**config.mk**
```make
export PLATFORM = sky130hd
export DESIGN_NAME = gs_prefetch_buffer
export DESIGN_NICKNAME = d
export VERILOG_FILES = /design/src/rtl/gs_prefetch_buffer.sv
export SDC_FILE = /design/constraint.sdc
export NUM_CORES = 1
export LEC_CHECK = 0
export ABC_AREA = 0
export BUFFER_PORTS_ARGS = -buffer_cell sky130_fd_sc_hd__buf_2
export CAP_MARGIN = 20
export CORE_MARGIN = 4
export CORE_UTILIZATION = 59
export DETAILED_ROUTE_END_ITERATION = 10
export HOLD_SLACK_MARGIN = 0.1
export PLACE_DENSITY = 0.8
export SLEW_MARGIN = 20
export SYNTH_ARGS = -nofsm -noshare
export SYNTH_HDL_FRONTEND = slang
export SYNTH_SLANG_ARGS = --single-unit
```
**constraint.sdc**
```tcl
create_clock -name clk -period 4.1 [get_ports clk]
set_clock_uncertainty 0.1 [all_clocks]
set_input_delay 0.41 -clock clk [delete_from_list [all_inputs] [get_ports clk]]
set_output_delay 0.41 -clock clk [all_outputs]
set_load 0.01 [all_outputs]
```
**src/rtl/gs_prefetch_buffer.sv**
```systemverilog
// Instruction prefetch buffer: issues sequential word fetches ahead of the IF stage,
// tracks in-flight requests and queues returned words with their addresses.
// A redirect empties the queue and drops every response still in flight.
module gs_prefetch_buffer #(
  parameter int unsigned          DEPTH     = 4,
  parameter int unsigned          ADDR_SIZE = 32,
  parameter int unsigned          WORD_SIZE = 32,
  parameter logic [ADDR_SIZE-1:0] BOOT_ADDR = '0
) (
  input  logic                 clk,
  input  logic                 rst,
  input  logic                 boot_i,
  input  logic                 flush_i,
  input  logic [ADDR_SIZE-1:0] flush_addr_i,
  output logic                 instr_req_o,
  output logic [ADDR_SIZE-1:0] instr_addr_o,
  input  logic                 instr_gnt_i,
  input  logic                 instr_rvalid_i,
  input  logic [WORD_SIZE-1:0] instr_rdata_i,
  output logic                 fetch_valid_o,
  input  logic                 fetch_ready_i,
  output logic [WORD_SIZE-1:0] fetch_instr_o,
  output logic [ADDR_SIZE-1:0] fetch_addr_o,
  output logic                 busy_o
);

  localparam int unsigned PW = $clog2(DEPTH);
  localparam int unsigned CW = PW + 1;

  localparam logic [CW:0]          CREDIT_MAX = (CW + 1)'(DEPTH);
  localparam logic [CW-1:0]        FULL       = CW'(DEPTH);
  localparam logic [CW-1:0]        CNT_ONE    = CW'(1);
  localparam logic [PW-1:0]        PTR_ONE    = PW'(1);
  localparam logic [ADDR_SIZE-1:0] WORD_STEP  = ADDR_SIZE'(4);
  localparam logic [ADDR_SIZE-1:0] ALIGN_MASK = {{(ADDR_SIZE-2){1'b1}}, 2'b00};

  typedef enum logic {StIdle, StFetch} state_e;

  state_e               state;
  logic [ADDR_SIZE-1:0] next_addr;
  logic [ADDR_SIZE-1:0] resp_addr;
  logic [WORD_SIZE-1:0] data_mem [DEPTH];
  logic [ADDR_SIZE-1:0] addr_mem [DEPTH];
  logic [PW-1:0]        wr_ptr, rd_ptr;
  logic [CW-1:0]        fifo_count, outstanding, discard;

  logic                 req, fire, push, pop;
  logic [CW:0]          credit_used;
  logic [CW-1:0]        outstanding_next;
  logic [ADDR_SIZE-1:0] flush_target;

  // Credit check, handshake qualifiers and next outstanding count
  always_comb begin
    credit_used      = {1'b0, fifo_count} + {1'b0, outstanding};
    req              = (state == StFetch) && (credit_used < CREDIT_MAX) && !flush_i;
    fire             = req && instr_gnt_i;
    push             = instr_rvalid_i && (discard == '0) && !flush_i;
    pop              = (fifo_count != '0) && fetch_ready_i && !flush_i;
    outstanding_next = outstanding + {{(CW-1){1'b0}}, fire}
                                   - {{(CW-1){1'b0}}, instr_rvalid_i};
    flush_target     = flush_addr_i & ALIGN_MASK;
  end

  assign instr_req_o   = req;
  assign instr_addr_o  = next_addr;
  assign fetch_valid_o = (fifo_count != '0);
  assign fetch_instr_o = data_mem[rd_ptr];
  assign fetch_addr_o  = addr_mem[rd_ptr];
  assign busy_o        = (state == StFetch) || (outstanding != '0);

  // FSM, fetch/response address tracking and in-flight bookkeeping
  always_ff @(posedge clk or negedge rst) begin
    if (!rst) begin
      state       <= StIdle;
      next_addr   <= '0;
      resp_addr   <= '0;
      outstanding <= '0;
      discard     <= '0;
    end else begin
      outstanding <= outstanding_next;
      if (flush_i) begin
        // Everything still in flight after this cycle belongs to the old stream.
        state     <= StFetch;
        next_addr <= flush_target;
        resp_addr <= flush_target;
        discard   <= outstanding_next;
      end else begin
        if ((state == StIdle) && boot_i) begin
          state     <= StFetch;
          next_addr <= BOOT_ADDR;
          resp_addr <= BOOT_ADDR;
        end else if (fire) begin
          next_addr <= next_addr + WORD_STEP;
        end
        if (instr_rvalid_i) begin
          if (discard != '0) begin
            discard <= discard - CNT_ONE;
          end else begin
            resp_addr <= resp_addr + WORD_STEP;
          end
        end
      end
    end
  end

  // In-order word queue; a redirect empties it and voids a same-cycle pop
  always_ff @(posedge clk or negedge rst) begin
    if (!rst) begin
      wr_ptr     <= '0;
      rd_ptr     <= '0;
      fifo_count <= '0;
      for (int unsigned i = 0; i < DEPTH; i++) begin
        data_mem[i] <= '0;
        addr_mem[i] <= '0;
      end
    end else if (flush_i) begin
      wr_ptr     <= '0;
      rd_ptr     <= '0;
      fifo_count <= '0;
    end else begin
      if (push) begin
        data_mem[wr_ptr] <= instr_rdata_i;
        addr_mem[wr_ptr] <= resp_addr;
        wr_ptr           <= wr_ptr + PTR_ONE;
      end
      if (pop) begin
        rd_ptr <= rd_ptr + PTR_ONE;
      end
      if (push && !pop) begin
        fifo_count <= fifo_count + CNT_ONE;
      end else if (!push && pop) begin
        fifo_count <= fifo_count - CNT_ONE;
      end
    end
  end

  // The credit rule must never let a response land in a full queue
  assert property (@(posedge clk) disable iff (!rst) !(push && (fifo_count == FULL)));

endmodule

```
* Yosys cells after proc, flatten, opt, wreduce, memory -nomap -nowiden
Cells that the tools add are included.
Cells by class: add/subtract/negate cells 10, $lt $le $gt $ge 4, muxes and demuxes 29, bitwise logic cells 4, reductions and logical operators 28
Operators with widths (number):
- $mux W32 | 12
- $bwmux W128 | 2
- $bmux W32 S2 | 2
- $add A32 B3 Y32 const B | 2
- $demux W32 S2 | 1
- $mux W3 | 6
- $reduce_bool A3 Y1 | 5
- $logic_and A1 B1 Y1 | 11
- $reduce_bool A2 Y1 | 5
- $mux W2 | 4
- $ge A3 B3 Y1 const B | 2
- $not A2 Y3 | 2
- $sub A3 B1 Y3 const B | 2
- $add A2 B1 Y2 const B | 2
- $add A3 B3 Y4 | 1
- $lt A4 B3 Y1 const B | 1
- $reduce_and A2 Y1 | 2
- $add A3 B1 Y3 | 1
- $add A3 B1 Y3 const B | 1
- $logic_not A1 Y1 | 3
- $logic_not A3 Y1 | 1
- $lt A3 B1 Y1 const B | 1
- $sub A3 B1 Y3 | 1
- $mux W1 | 2
- other kinds (2) | 3
Storage, ports and cells: flip-flop bits (word level) 334, output and inout port bits 99, word-level logic and storage cells 91

* Logic depth before layout (Yosys ltp)
Gate-level depths: netlist (run 1).
word-level depth 8, mapped depth 14, mapped depth without buffers 12

* Least setup slack after synthesis (run 1)
Ideal clock, no wire load.
path kind flip-flop to flip-flop, from register fifo_count[2], to register discard[2], setup time 0.083 ns, arrival time 2.805 ns, slack 1.113 ns, cell stages (with the launch flop) 15, period minus slack after synthesis 2.987 ns, cells stage by stage dfrtp_1 -> ha_1 -> nor4_2 -> and4_1 -> inv_2 -> buf_2 -> buf_1 -> ha_1 -> inv_1 -> ha_1 -> fa_1 -> xnor2_1 -> xnor2_1 -> nand2_1 -> o21ai_0
On the way: word-level cells in the longest chain between the ends 8
RTL lines:
- from (decl) | RTL line 45 | logic [CW-1:0] fifo_count, outstanding, discard;
- from (signal assigned) | RTL line 130 | fifo_count <= fifo_count + CNT_ONE;
- from (signal assigned) | RTL line 132 | fifo_count <= fifo_count - CNT_ONE;
- $add A3 B3 Y4 | RTL line 54 | credit_used = {1'b0, fifo_count} + {1'b0, outstanding};
- $lt A4 B3 Y1 | RTL line 55 | req = (state == StFetch) && (credit_used < CREDIT_MAX) && !flush_i;
- $logic_and A1 B1 Y1 (2 in a row) | RTL line 55
- $logic_and A1 B1 Y1 | RTL line 56 | fire = req && instr_gnt_i;
- $add A3 B1 Y3 | RTL line 59 | outstanding_next = outstanding + {{(CW-1){1'b0}}, fire}
- $sub A3 B1 Y3 | RTL line 60 | - {{(CW-1){1'b0}}, instr_rvalid_i};
- via outstanding_next[2] | RTL line 49 | logic [CW-1:0] outstanding_next;
- $mux W3 | RTL line 81 | if (flush_i) begin
- to (signal assigned) | RTL line 86 | discard <= outstanding_next;
- to (signal assigned) | RTL line 97 | discard <= discard - CNT_ONE;
- to (decl) | RTL line 45
The timed path passes the listed nets, and every way through them passes these cells. A chain may end at the register's enable or synchronous reset.

* Worst setup path after layout (run 1)
Ends and elaborated chain as after synthesis.

==> results of run 1 <==
==> cells by family after synthesis <==
group,after synthesis,share of synthesized area [%]
compound gates,164,6.65
xor+xnor,22,1.24
fa+ha+maj,14,1.22
buf+inv,102,2.73
flops,332,53.4
mux,306,26.8
other cells,1,0.0241
simple gates,247,7.95
==> state kept, by name, summed over array words and instances (netlist names) <==
signal        flops
fifo_count        3
data_mem        128
discard           3
state             1
resp_addr        32
rd_ptr            2
addr_mem        128
outstanding       3
wr_ptr            2
instr_addr_o     30
==> layer usage <==
layer / routed length [µm] / GRT usage (%)
met1: 15200 / 35.2
met4: 666 / 5.17
met5: 0 / 0
met2: 17200 / 41.7
met3: 2730 / 4.41
==> worst max-delay path by stage <==
stage,end,depth (start not counted),slack [ns],from
3_3_place_gp,discard[2]$_DFFE_PN0P_,14,0.94,fifo_count[2]$_DFFE_PN0P_
4_1_cts,discard[2]$_DFFE_PN0P_,14,0.87,fifo_count[2]$_DFFE_PN0P_
6_report,discard[2]$_DFFE_PN0P_,14,0.88,fifo_count[2]$_DFFE_PN0P_
5_1_grt,discard[2]$_DFFE_PN0P_,14,0.65,fifo_count[2]$_DFFE_PN0P_
3_5_place_dp,discard[2]$_DFFE_PN0P_,14,0.89,fifo_count[2]$_DFFE_PN0P_
2_1_floorplan,discard[2]$_DFFE_PN0P_,14,1.11,fifo_count[2]$_DFFE_PN0P_
==> cell usage in the layout (no fill, tap or decap), drive strengths merged, types with 12 or more instances in the layout <==
cell / instances
inv: 20
nand2: 99
dlygate4sd3: 48
o311ai: 12
buf: 186
o211ai: 13
clkbuf: 46
a21oi: 38
dfrtp: 332
ha: 12
mux4: 64
nand3: 32
o21ai: 59
mux2: 240
nor2: 29
nand4: 20
xnor2: 18
nor3: 13
==> stage by stage <==
stage | area (µm²) | power, mW | util (%)
4_1_cts | 18300 | 10.6 | 70.3
6_report | 18300 | 10.5 | 70.3
3_3_place_gp | 16700 | 7.48 | 64.4
3_5_place_dp | 16700 | 7.63 | 64.4
5_1_grt | 18300 | 11.1 | 70.3
2_1_floorplan | 15600 | 6.50 | -
==> power breakdown <==
group | switching (mW) | total (mW) | leakage (nW) | internal, mW
Combinational | 1.42 | 3.08 | 3.58 | 1.66
Clock | 1.23 | 2.93 | 0.507 | 1.70
Sequential | 0.537 | 4.52 | 4.39 | 3.98
==> final cells by class <==
cell class / instances / area (µm²) / area share, %
Timing Repair Buffer: 234 / 1570 / 8.62
Multi-Input combinational cell: 755 / 6830 / 37.4
Sequential cell: 332 / 8310 / 45.5
Tap cell: 335 / 419 / 2.30
Inverter: 19 / 71.3 / 0.391
Clock buffer: 46 / 957 / 5.24
Clock inverter: 10 / 86.3 / 0.473
==> worst max-delay path: cells and delay by family (launching register included) <==
kind	cells	cell delay [ns]
AOI/OAI and AO/OA	1	0.10
xor gates and xnor gates	2	0.36
adders and majority gates	4	1.07
buffers and inverters	4	0.50
DFF	1	0.41
and+or+nand+nor	3	0.59
==> repair_timing <==
item	CTS	global route
setup buffers	0	0
hold buffers	48	0
hold endpoints to repair	238	0
==> summary.md, run 1 <==
| Metric | Value |
|---|---|
| Critical Path Most Common Cell | ha_1 |
| DIE WIDTH | 170 µm |
| Fin crit share | roughly 80% |
| Final Setup Violations | 0 |
| Count of cell types in the netlist | between 60 and 70 |
| 1st-iter DRT viols | between 900 and 1000 |
| Peak supply drop | 509 µV |
| LEAKAGE | 8.48 nW |
| CTS sink count | 332 |
| Die ar. | 29000 µm² |
| HPWL after detailed placement | 23100 µm |
| Final min period | 3.22 ns |
| DR vias/cell | 6.19 |
| Yosys top cell area share | 53.4% |
| Worst reg2reg path endpoint | discard[2]$_DFFE_PN0P_ |
| Final Hold Viols | 0 |
| Routability Congestion | 0.904 |
| Cell count after synthesis | between 1000 and 1500 |
| R2r setup slk | 0.88 ns |
| CTS tree | done |
| First-pass GRT wire length | 58800 µm |
| Critical path, cell by cell | ha_1 > nor4_2 > and4_1 > buf_4 > inv_2 > buf_4 > ha_1 > inv_1 > ha_1 > fa_1 > xnor2_1 > xnor2_1 > nand2_1 > o21ai_0 |
| Placed cells | 1627 |
| Vias | approximately 11000 |
| Worst slack, placed | a little under 0.9 ns |
| Layout cells sized above 1 | 39.8% |
| Crit Reg-Reg Startpoint | fifo_count[2]$_DFFE_PN0P_ |
| Most used DFF post-synth | dfrtp_1 |
| Status | finished, final reports clean |
| CP required | 4.41 ns |
| Worst-path maximum fanout | 22 |
| GR Util All Layers | 25.0% |
| Startpoint Class | flip-flop |
| DRC | 0 |
| Max Clock Freq | between 300 and 400 MHz |
| Final Max Tran Viols | 0 |
| Register area share after synthesis | roughly 53% |
| Clock transition at path regs | 0.06 ns |
| Vias in the first global route | between 10000 and 15000 |
| Post-DRT Antenna Nets | 0 |
| Worst endpoint data arrival time | 3.53 ns |
| R2R cell count | 14 |
| WL final | 35800 µm |
| FILL cells | 1744 |
| H-tree depth | 2 |
| Worst Hold End | data_mem[20]$_DFFE_PN0P_ |
| Drt pass-1 iters | 6 |
| Worst Setup End Kind | flip-flop |
| Top-count cell post-synth | dfrtp_1 |
| Area growth, synth to finish | 17.4% |
| Largest net degree at the start of global routing | 98 |
| Worst hold-check slack | 0.120 ns |
| Setup ws final | between 0.8 and 0.9 ns |
| Final Net Count | around 1500 |
| # diodes | 0 |
| Number of max-cap violations | 0 |
| Avg WL per Cell | 20.7 µm |
| Worst Hold Class | input port to flip-flop |
| RSZ-0062 raised after global routing | no |
| Clock Path Buffers | 3 |
| Pwr dens | 577 nW/µm² |
| Worst hold start | instr_rdata_i[20] |
| Initial antenna violation count | 0 |
| Clk root buf | clkbuf_16 |
| Mapped Area | roughly 16000 µm² |
| # IOs | 170 |
| CP peak stage delay | 0.41 ns |
| Async set-reset flop share out of synthesis | 100% |
| Post-synth top cells | dfrtp_1 (332), mux2_2 (240), nand2_1 (99) |
| Clk_lat worst skew | between 0.5 and 0.6 ns |
| Rows | 59 |
| Register bit count reported by yosys | about 330 |
| Core area | 26000 µm² |
| EDFF count, synth | 0 |
| Die H | 170 µm |
| Top post-synthesis cells by area | dfrtp_1 (53%), mux2_2 (17%), mux4_2 (9.3%) |
| Avg Cell Area, Syn | about 13 µm² |
| Synth area leader | dfrtp_1 |
| Worst slew pin tran | 0.824 ns |
| Total gr overflow | 0 |
| Synth Warn # | 0 |
| Hold path cells | 2 |
| Slowest CP cell | dfrtp_1 |
| CP Class | flip-flop to flip-flop |
| TNS Setup | 0 ns |
| Slew headroom | ~45% |
| I/O Buffers | 165 |
| Num CTS Buffers | 34 |
| Starting Density | 59.9% |
| Post-Layout Cell Count | 1731 |
| Gates resized, CTS repair | 0 |
(Power assumes the default switching activity.)
==> run 2: changes to the inputs <==
- CORE_UTILIZATION: 59 -> 53
- PLACE_DENSITY: 0.8 -> 0.76
- clock period: 4.1 -> 2.94 ns (I/O delays scaled with it)
==> run 2 against run 1 <==
  * Largest power group unchanged
  * Sequential share of layout area shrank 1.6 points
  * Hold slack better by 0.068 ns
  * Non-clock buffer count rose by 35
  * Via count is 1.1% higher
  * Largest cell class unchanged
==> summary.md, run 2 (synthesis results as in run 1) <==
| Metric | Value |
|---|---|
| CP peak stage delay | 0.44 ns |
| Number of max-cap violations | 0 |
| R2r setup slk | 0.12 ns |
| Drt pass-1 iters | 5 |
| Num CTS Buffers | 36 |
| Max Clock Freq | 354 MHz |
| Vias | 10800 |
| FILL cells | 2089 |
| Die ar. | about 32000 µm² |
| TNS Setup | 0 ns |
| Worst slew pin tran | 0.787 ns |
| R2R cell count | 12 |
| Total gr overflow | 0 |
| Starting Density | between 50% and 60% |
| Worst slack, placed | between 0.09 and 0.1 ns |
| Crit Reg-Reg Startpoint | fifo_count[2]$_DFFE_PN0P_ |
| Slowest CP cell | dfrtp_1 |
| CP startpoint | fifo_count[2]$_DFFE_PN0P_ |
| Worst Hold Class | input port to flip-flop |
| I/O Buffers | approximately 170 |
| Fin crit share | 96.0% |
| Tot Pwr | 15.3 mW |
| Placed cells | 1692 |
| Largest net degree at the start of global routing | between 80 and 90 |
| GR Util All Layers | 23.3% |
| Die H | about 180 µm |
| Post-Layout Cell Count | about 1800 |
| CTS tree | done |
| Clock Path Buffers | 3 |
| Final min period | 2.82 ns |
| WL final | around 37000 µm |
| Initial antenna violation count | 1 |
| DRC | 0 |
| Critical path, cell by cell | ha_4 > nor4_4 > and4_1 > inv_2 > ha_1 > inv_1 > ha_1 > fa_2 > xnor2_2 > xnor2_2 > nand2_1 > o21ai_0 |
| Worst endpoint data arrival time | between 3 and 4 ns |
| Most frequent cells in the layout | dfrtp_1 (330), mux2_2 (240), buf_2 (164) |
| Vias in the first global route | 11300 |
| Rows | slightly above 60 |
| Setup ws final | 0.116 ns |
| H-tree depth | 2 |
| Startpoint Class | flip-flop |
| Clock transition at path regs | 0.06 ns |
| DIE WIDTH | 179 µm |
| CP required | 3.22 ns |
| Routability Congestion | 0.880 |
| Hold path cells | 4 |
| Clk root buf | clkbuf_16 |
| Largest registers | addr_mem: 128 flops, data_mem: 128 flops, resp_addr: 32 flops |
| Area growth, synth to finish | 21.7% |
| # IOs | 170 |
| Final Net Count | around 1500 |
| Clk_lat worst skew | between 0.5 and 0.6 ns |
| LEAKAGE | 8.80 nW |
| 1st-iter DRT viols | 833 |
| Pwr dens | 806 nW/µm² |
| HPWL after detailed placement | around 24000 µm |
| Final Setup Violations | 0 |
| First-pass GRT wire length | 59800 µm |
| DR vias/cell | 5.96 |
| Worst setup endpoint | discard[2]$_DFFE_PN0P_ |
| Worst-path maximum fanout | 4 |
| Peak supply drop | 376 µV |
| Post-DRT Antenna Nets | 0 |
| Layout cells sized above 1 | between 40% and 50% |
| Worst reg2reg path endpoint | discard[2]$_DFFE_PN0P_ |
| Core area | 28900 µm² |
| Most common cell after layout, fill and taps aside | dfrtp_1 |
| Final Hold Viols | 0 |
| Slew headroom | a little under half |
| CTS sink count | 332 |
| Final Max Tran Viols | 0 |
| Worst Setup End Kind | flip-flop |
| Status | finished, final reports clean |
| Avg WL per Cell | 20.3 µm |
| CP Class | flip-flop to flip-flop |
run 2: changes by cell type in the layout (fill, tap and decap cells not counted), sizes merged, moves of 2 or more:
cell and change:
clkinv -2, buf +18, clkbuf +4, dlygate4sd3 +17
run 2: worst max-delay path: cells and delay by family, from the launching register on:
kind / cells / cell delay, ns
buffers and inverters: 2 / 0.08
and+or+nand+nor: 3 / 0.60
adders and majority gates: 4 / 1.07
AOI/OAI and AO/OA: 1 / 0.07
xor gates and xnor gates: 2 / 0.32
DFF: 1 / 0.44
run 2: final cells by class:
class	count	area, µm²	area share [%]
Antenna cell	1	2.50	0.0132
Clock inverter	7	101	0.536
Sequential cell	332	8310	43.9
Multi-Input combinational cell	755	6890	36.4
Clock buffer	50	1060	5.58
Tap cell	384	480	2.54
Timing Repair Buffer	269	2000	10.6
Inverter	19	71.3	0.377
run 2: worst min-delay path by stage:
stage	startpoint	endpoint
floorplan	rst	addr_mem[0]$_DFFE_PN0P_
global placement	rst	data_mem[72]$_DFFE_PN0P_
detailed placement	rst	data_mem[104]$_DFFE_PN0P_
CTS	fetch_ready_i	rd_ptr[0]$_DFFE_PN0P_
global route	flush_i	wr_ptr[0]$_DFFE_PN0P_
finish	fetch_ready_i	rd_ptr[0]$_DFFE_PN0P_
run 2: power by group:
| part | leakage, nW | switching, mW | internal [mW] |
|---|---|---|---|
| clock | 0.562 | 1.78 | 2.67 |
| combinational | 3.85 | 2.06 | 2.47 |
| sequential | 4.39 | 0.722 | 5.56 |
run 2: metal layers:
metal  GRT usage, %  wire (µm)  vias to the layer above
met3           4.26       2510                       68
met2           38.9      18000                      405
li1               -          -                     4848
met5              0          0                        -
met1           32.4      15700                     5502
met4           5.24        782                        0
run 2: stage by stage:
stage | util [%] | hold slack, ns | instance area [µm²]
after floorplan | - | -0.102 | 15600
after global placement | 59.1 | 0.252 | 17100
after detailed placement | 59.1 | 0.258 | 17100
after CTS | 65.4 | 0.186 | 18900
after global routing | 65.6 | 0.263 | 18900
final | 65.6 | 0.188 | 18900
run 2: timing repair:
action,in CTS,in global routing
gates resized for setup,0,5
endpoints found under the hold margin,265,0
buffers inserted,0,2
hold buffers,65,0
endpoints found under the setup margin,0,1
